==> config.mk <==
export PLATFORM = sky130hd
export DESIGN_NAME = uart_mmio_fifo
export DESIGN_NICKNAME = d
export VERILOG_FILES = /design/src/rtl/io_map_pkg.sv /design/src/rtl/sync_fifo.sv /design/src/rtl/uart_mmio_fifo.sv
export SDC_FILE = /design/constraint.sdc
export NUM_CORES = 1
export LEC_CHECK = 0
export ABC_CLOCK_PERIOD_IN_PS = 5780
export BUFFER_PORTS_ARGS = -buffer_cell sky130_fd_sc_hd__buf_2
export CORE_UTILIZATION = 35
export CTS_CLUSTER_DIAMETER = 100
export DETAILED_ROUTE_END_ITERATION = 12
export PLACE_DENSITY_LB_ADDON = 0.2
export SLEW_MARGIN = 10
export SYNTH_ARGS = -nofsm -noshare
export SYNTH_HDL_FRONTEND = slang
export SYNTH_SLANG_ARGS = --single-unit
==> constraint.sdc <==
create_clock -name clk -period 5.78 [get_ports clk]
set_input_delay 0 -clock clk [delete_from_list [all_inputs] [get_ports clk]]
set_output_delay 0 -clock clk [all_outputs]
set_load 0.005 [all_outputs]
==> src/rtl/io_map_pkg.sv <==
// Address map for the 0x8xxx_xxxx I/O region: region tag plus register offsets.
package io_map_pkg;

  localparam logic [3:0]  IO_REGION = 4'b1000;

  localparam logic [27:0] RX_STAT  = 28'h000_0000;
  localparam logic [27:0] RX_DATA  = 28'h000_0004;
  localparam logic [27:0] TX_STAT  = 28'h000_0008;
  localparam logic [27:0] TX_DATA  = 28'h000_000C;
  localparam logic [27:0] CYC_CNT  = 28'h000_0010;
  localparam logic [27:0] INST_CNT = 28'h000_0014;
  localparam logic [27:0] CNT_RST  = 28'h000_0018;

endpackage

==> src/rtl/sync_fifo.sv <==
// Byte-wide synchronous FIFO with occupancy count; push when full and pop when
// empty are ignored internally so callers may request them freely.
module sync_fifo #(
  parameter int DEPTH_LOG2 = 3
) (
  input  logic                  clk,
  input  logic                  rst,
  input  logic                  push,
  input  logic                  pop,
  input  logic [7:0]            din,
  output logic [7:0]            dout,
  output logic                  full,
  output logic                  empty,
  output logic [DEPTH_LOG2:0]   count
);

  localparam int DEPTH = 1 << DEPTH_LOG2;
  localparam logic [DEPTH_LOG2:0]   FULL_COUNT = {1'b1, {DEPTH_LOG2{1'b0}}};
  localparam logic [DEPTH_LOG2:0]   CNT_ONE    = {{DEPTH_LOG2{1'b0}}, 1'b1};
  localparam logic [DEPTH_LOG2-1:0] PTR_ONE    = {{(DEPTH_LOG2-1){1'b0}}, 1'b1};

  logic [7:0]            mem [DEPTH];
  logic [DEPTH_LOG2-1:0] wr_ptr;
  logic [DEPTH_LOG2-1:0] rd_ptr;
  logic                  push_ok;
  logic                  pop_ok;

  assign full    = (count == FULL_COUNT);
  assign empty   = (count == '0);
  assign push_ok = push && !full;
  assign pop_ok  = pop && !empty;
  assign dout    = mem[rd_ptr];

  // Pointers wrap naturally at DEPTH; count only moves when exactly one side fires.
  always_ff @(posedge clk or posedge rst) begin
    if (rst) begin
      wr_ptr <= '0;
      rd_ptr <= '0;
      count  <= '0;
    end else begin
      if (push_ok) wr_ptr <= wr_ptr + PTR_ONE;
      if (pop_ok)  rd_ptr <= rd_ptr + PTR_ONE;
      case ({push_ok, pop_ok})
        2'b10:   count <= count + CNT_ONE;
        2'b01:   count <= count - CNT_ONE;
        default: count <= count;
      endcase
    end
  end

  always_ff @(posedge clk) begin
    if (push_ok) mem[wr_ptr] <= din;
  end

endmodule

==> src/rtl/uart_mmio_fifo.sv <==
// MMIO bridge between the CPU I/O path and the UART: RX/TX FIFOs, status
// registers and cycle/retired-instruction counters with a 1-cycle load path.
module uart_mmio_fifo
  import io_map_pkg::*;
#(
  parameter int DEPTH_LOG2 = 3
) (
  input  logic        clk,
  input  logic        rst,
  input  logic        stall,
  input  logic [31:0] io_addr,
  input  logic        io_re,
  input  logic        io_we,
  input  logic [7:0]  io_wdata,
  input  logic        inst_retire,
  output logic [31:0] io_rdata,
  output logic [7:0]  uart_din,
  output logic        uart_din_valid,
  input  logic        uart_din_ready,
  input  logic [7:0]  uart_dout,
  input  logic        uart_dout_valid,
  output logic        uart_dout_ready
);

  logic                in_region;
  logic [27:0]         offset;
  logic                rd_en;
  logic                wr_en;
  logic                rx_pop;
  logic                tx_push;
  logic                tx_pop;
  logic                cnt_clr;
  logic [7:0]          rx_head;
  logic [7:0]          tx_head;
  logic                rx_full, rx_empty, tx_full, tx_empty;
  logic [DEPTH_LOG2:0] rx_count, tx_count;
  logic [31:0]         cycle_cnt;
  logic [31:0]         instr_cnt;
  logic [31:0]         rd_sel;

  assign in_region = (io_addr[31:28] == IO_REGION);
  assign offset    = io_addr[27:0];
  // A store that coincides with a load is ignored; the CPU never issues both.
  assign rd_en     = in_region && io_re && !stall;
  assign wr_en     = in_region && io_we && !io_re && !stall;
  assign rx_pop    = rd_en && (offset == RX_DATA);
  assign tx_push   = wr_en && (offset == TX_DATA);
  assign cnt_clr   = wr_en && (offset == CNT_RST);

  assign uart_dout_ready = !rx_full;
  assign uart_din_valid  = !tx_empty;
  assign uart_din        = tx_empty ? 8'd0 : tx_head;
  assign tx_pop          = uart_din_valid && uart_din_ready;

  sync_fifo #(.DEPTH_LOG2(DEPTH_LOG2)) u_rx_fifo (
    .clk   (clk),
    .rst   (rst),
    .push  (uart_dout_valid && uart_dout_ready),
    .pop   (rx_pop),
    .din   (uart_dout),
    .dout  (rx_head),
    .full  (rx_full),
    .empty (rx_empty),
    .count (rx_count)
  );

  sync_fifo #(.DEPTH_LOG2(DEPTH_LOG2)) u_tx_fifo (
    .clk   (clk),
    .rst   (rst),
    .push  (tx_push),
    .pop   (tx_pop),
    .din   (io_wdata),
    .dout  (tx_head),
    .full  (tx_full),
    .empty (tx_empty),
    .count (tx_count)
  );

  always_comb begin
    rd_sel = '0;
    case (offset)
      RX_STAT:  rd_sel = (32'(rx_count) << 8) | 32'(!rx_empty);
      RX_DATA:  rd_sel = rx_empty ? 32'd0 : {24'd0, rx_head};
      TX_STAT:  rd_sel = (32'(tx_count) << 8) | 32'(!tx_full);
      CYC_CNT:  rd_sel = cycle_cnt;
      INST_CNT: rd_sel = instr_cnt;
      default:  rd_sel = '0;
    endcase
  end

  // Load data is held across stalls and cleared on idle cycles.
  always_ff @(posedge clk or posedge rst) begin
    if (rst) begin
      io_rdata <= '0;
    end else if (!stall) begin
      io_rdata <= rd_en ? rd_sel : 32'd0;
    end
  end

  always_ff @(posedge clk or posedge rst) begin
    if (rst) begin
      cycle_cnt <= '0;
      instr_cnt <= '0;
    end else if (cnt_clr) begin
      cycle_cnt <= '0;
      instr_cnt <= '0;
    end else begin
      cycle_cnt <= cycle_cnt + 32'd1;
      if (inst_retire && !stall) instr_cnt <= instr_cnt + 32'd1;
    end
  end

endmodule

==> metrics.md <==
| Metric | Value |
|---|---|
| Gr usage total | between 15 and 20% |
| HP Class | in -> reg |
| Final Total Pwr | 4060 uW |
| DIE AREA | 31900 sq um |
| Sequential fraction of the synthesis area | 61.8% |
| RD Place Congestion | between 0.7 and 0.8 |
| Maximum vdd drop | 0.219 mV |
| Vias/cell | 4.93 |
| Worst r2r dst | u_tx_fifo.count[2] |
| TritonCTS clock tree | done |
| Largest net degree at the start of global routing | 76 |
| Final setup fails | 0 |
| Post-synth ARST share | 47.5% |
| CP Capture Point | u_rx_fifo.count[2] |
| Leak | 0.00511 uW |
| Ant. Diodes | 0 |
| Slew @ Worst Pin | 1.15 ns |
| YS warnings | 0 |
| Final WL | 24200 um |
| Crit path kind | in -> reg |
| CP endpoint kind | register |
| Vias | 6745 |
| Number of synthesized register bits | between 200 and 250 |
| Layout Nets | 1017 |
| H-Tree Level Count | 1 |
| Slew Limit Fails | 0 |
| Min setup slack post-route | 2.56 ns |
| Share of layout cells above drive strength 1 | a little over a fifth |
| Chip width | 179 um |
| Clk_lat worst skew | 0.54 ns |
| Drt first pass iters | 4 |
| Cells after synthesis | 822 |
| RR Startpoint | u_tx_fifo.count[2] |
| Achievable clock frequency | 310 MHz |
| RSZ-0062 raised after global routing | no |
| Crit path from | io_addr[15] |
| Final Cycle Share | 55.8% |
| Max FO, Critical Path | 5 |
| Initial antenna violation count | 0 |
| Vias in the first global route | 6765 |
| Final Util | between 40% and 50% |
| Post-Syn Area | between 10000 and 15000 sq um |
| Minimum clock period after layout | 3.22 ns |
| Hold Fails Final Rpt | 0 |
| FP Rows | 64 |
| HPWL after detailed placement | 16200 um |
| # fillers | 2890 |
| PwrDens | 312 nW/um^2 |
| Most common cell after layout, fill and taps aside | edfxtp_1 |
| Ports | a little under 100 |
| Routed Antenna Nets | 0 |
| Routed WL per cell | approximately 18 um |
| Placement Setup Slack | 2.79 ns |
| Final instance area | 13000 sq um |
| Worst Skew | 0.0106 ns |
| Critical Path Source Type | primary input |
| Most frequent cells in the layout | 128 x edfxtp_1, 116 x dfrtp_1, 97 x nor2_1, 97 x buf_2, 72 x nand2_1 |
| Starting Density | 35.6% |
| Chip Height | 179 um |
| Grt ovf | 0 |
| Initial DRC Count | 301 |
| Core Area | ~30000 sq um |
| Crit path DAT | 3.63 ns |
| Post-CTS Resized | 0 |
| Bufs on Longest Clock Path | 3 |
| Critical Path RT | 6.19 ns |
| MaxCap Viol Count | 0 |
| Status | completed |
| Main synth FF type | edfxtp_1 |
| Synth Area per Inst | 13.3 sq um |
| First-pass GRT wire length | about 38000 um |
| IO Port Bufs | between 90 and 100 |
| Area Overhead vs Synth | 18.9% |
| Placed inst area | roughly 12000 sq um |
| Root Driver | clkbuf_16 |
| CTS sink count | 244 |
| Setup TNS | 0 ns |
| CTS clock-pin slew for the worst setup and hold paths | 0.06 ns |
| Drc violations | 0 |
| Synth cell types | 48 |
| Slew headroom | between 20% and 30% |
| R2R depth | 10 |
| EDFF count, synth | 128 |
| TritonCTS buffer count | 28 |
| R2r setup slk | between 2 and 3 ns |
| Syn_nets | 890 |
-- through the flow --
stage,cells,hold slack [ns]
2_1_floorplan,822,0.0989
4_1_cts,1367,0.0245
5_1_grt,1367,0.0612
3_3_place_gp,1286,0.0996
3_5_place_dp,1286,0.0912
6_report,1367,0.0315
-- routing by layer --
layer	wire [um]	vias to the layer above	global-route usage (%)
li1	-	3277	-
met1	11800	3314	23.0
met2	10900	121	24.1
met3	1090	33	2.48
met4	414	0	3.43
met5	0	-	0
-- layout make-up --
class | count | area [sq um] | area share, %
flip-flops and latches | 244 | 6750 | 51.9
multi-input cells | 534 | 4020 | 31.0
repair buffers | 135 | 843 | 6.49
clock buffers | 38 | 759 | 5.85
well taps | 396 | 495 | 3.81
clock inverters | 14 | 101 | 0.780
inverters | 6 | 25.0 | 0.193
-- Yosys cell counts, types with 2 or more instances --
| cell type | n | share of area, % |
|---|---|---|
| buf_2 | 11 | 0.50 |
| nor4b_1 | 3 | 0.24 |
| nand3b_1 | 3 | 0.21 |
| buf_1 | 5 | 0.17 |
| mux2i_1 | 41 | 3.8 |
| nor3b_1 | 5 | 0.34 |
| nand3_1 | 33 | 1.5 |
| nor3_1 | 17 | 0.78 |
| nor4_2 | 3 | 0.34 |
| o22a_1 | 3 | 0.24 |
| o21ai_0 | 26 | 1.2 |
| nor4_4 | 3 | 0.58 |
| xnor2_1 | 22 | 1.8 |
| a31oi_1 | 2 | 0.11 |
| ha_1 | 12 | 1.4 |
| edfxtp_1 | 128 | 35 |
| nor2_1 | 97 | 3.3 |
| nand2_1 | 72 | 2.5 |
| a21oi_1 | 6 | 0.27 |
| xor2_1 | 54 | 4.3 |
| nor4_1 | 13 | 0.74 |
| o211ai_1 | 8 | 0.55 |
| mux2_2 | 12 | 1.2 |
| nor2b_1 | 7 | 0.40 |
| nand2b_1 | 2 | 0.11 |
| dfrtp_1 | 116 | 27 |
| and2_1 | 3 | 0.17 |
| and4_1 | 2 | 0.16 |
| mux4_2 | 32 | 6.6 |
| buf_4 | 6 | 0.41 |
| clkbuf_1 | 16 | 0.55 |
| a22oi_1 | 7 | 0.48 |
| nand3_2 | 3 | 0.27 |
| and4b_1 | 2 | 0.18 |
| and3_1 | 4 | 0.23 |
| nand4_1 | 26 | 1.5 |
| inv_1 | 6 | 0.21 |
-- critical path, cell delays in order --
cell           delay, ns
dlygate4sd3_1       0.54
buf_2               0.12
nor4_1              0.23
dlygate4sd3_1       0.60
nand2_1             0.06
dlygate4sd3_1       0.61
nor4_4              0.37
ha_1                0.32
xor2_1              0.10
ha_1                0.18
a21oi_1             0.14
xor2_1              0.15
nor2_1              0.06
xor2_1              0.14
-- what timing repair did --
action	in CTS	in global routing
endpoints found under the hold margin	183	0
setup endpoints to repair	0	0
hold buffers	29	0
buffers inserted	0	0
-- power breakdown --
| part | switching (uW) | internal, uW |
|---|---|---|
| registers | 105 | 1950 |
| clock network | 693 | 963 |
| logic | 186 | 160 |
-- how the worst min path moves through the flow --
stage                       startpoint             endpoint  slack [ns]  cells past startpoint
after floorplan           uart_dout[0]  u_rx_fifo.mem[0][0]         0.1                      0
final                      io_addr[28]          io_rdata[2]        0.03                      6
after CTS                  io_addr[28]          io_rdata[7]        0.02                      6
after global placement             rst  u_tx_fifo.rd_ptr[0]         0.1                      2
after global routing       io_addr[28]          io_rdata[7]        0.06                      6
after detailed placement           rst  u_tx_fifo.rd_ptr[0]        0.09                      2
-- state kept, by name, summed over array words and instances, names as in the netlist --
name,flops
u_rx_fifo.mem,64
u_tx_fifo.mem,64
cycle_cnt,32
instr_cnt,32
io_rdata,32
u_rx_fifo.count,4
u_tx_fifo.count,4
u_rx_fifo.rd_ptr,3
u_rx_fifo.wr_ptr,3
u_tx_fifo.rd_ptr,3
u_tx_fifo.wr_ptr,3
-- cells by family (layout without fill, tap and decap cells) --
logic type      count (synthesis)  in the layout  synth area share [%]
flops                         244            244                  61.8
compound gates                 55             55                  3.08
buf+inv                        44            193                  1.84
mux                            86             86                  11.7
xor+xnor                       76             76                  6.09
simple gates                  305            305                  14.2
fa+ha+maj                      12             12                  1.37
No activity file was read; power rests on OpenSTA's default activity.
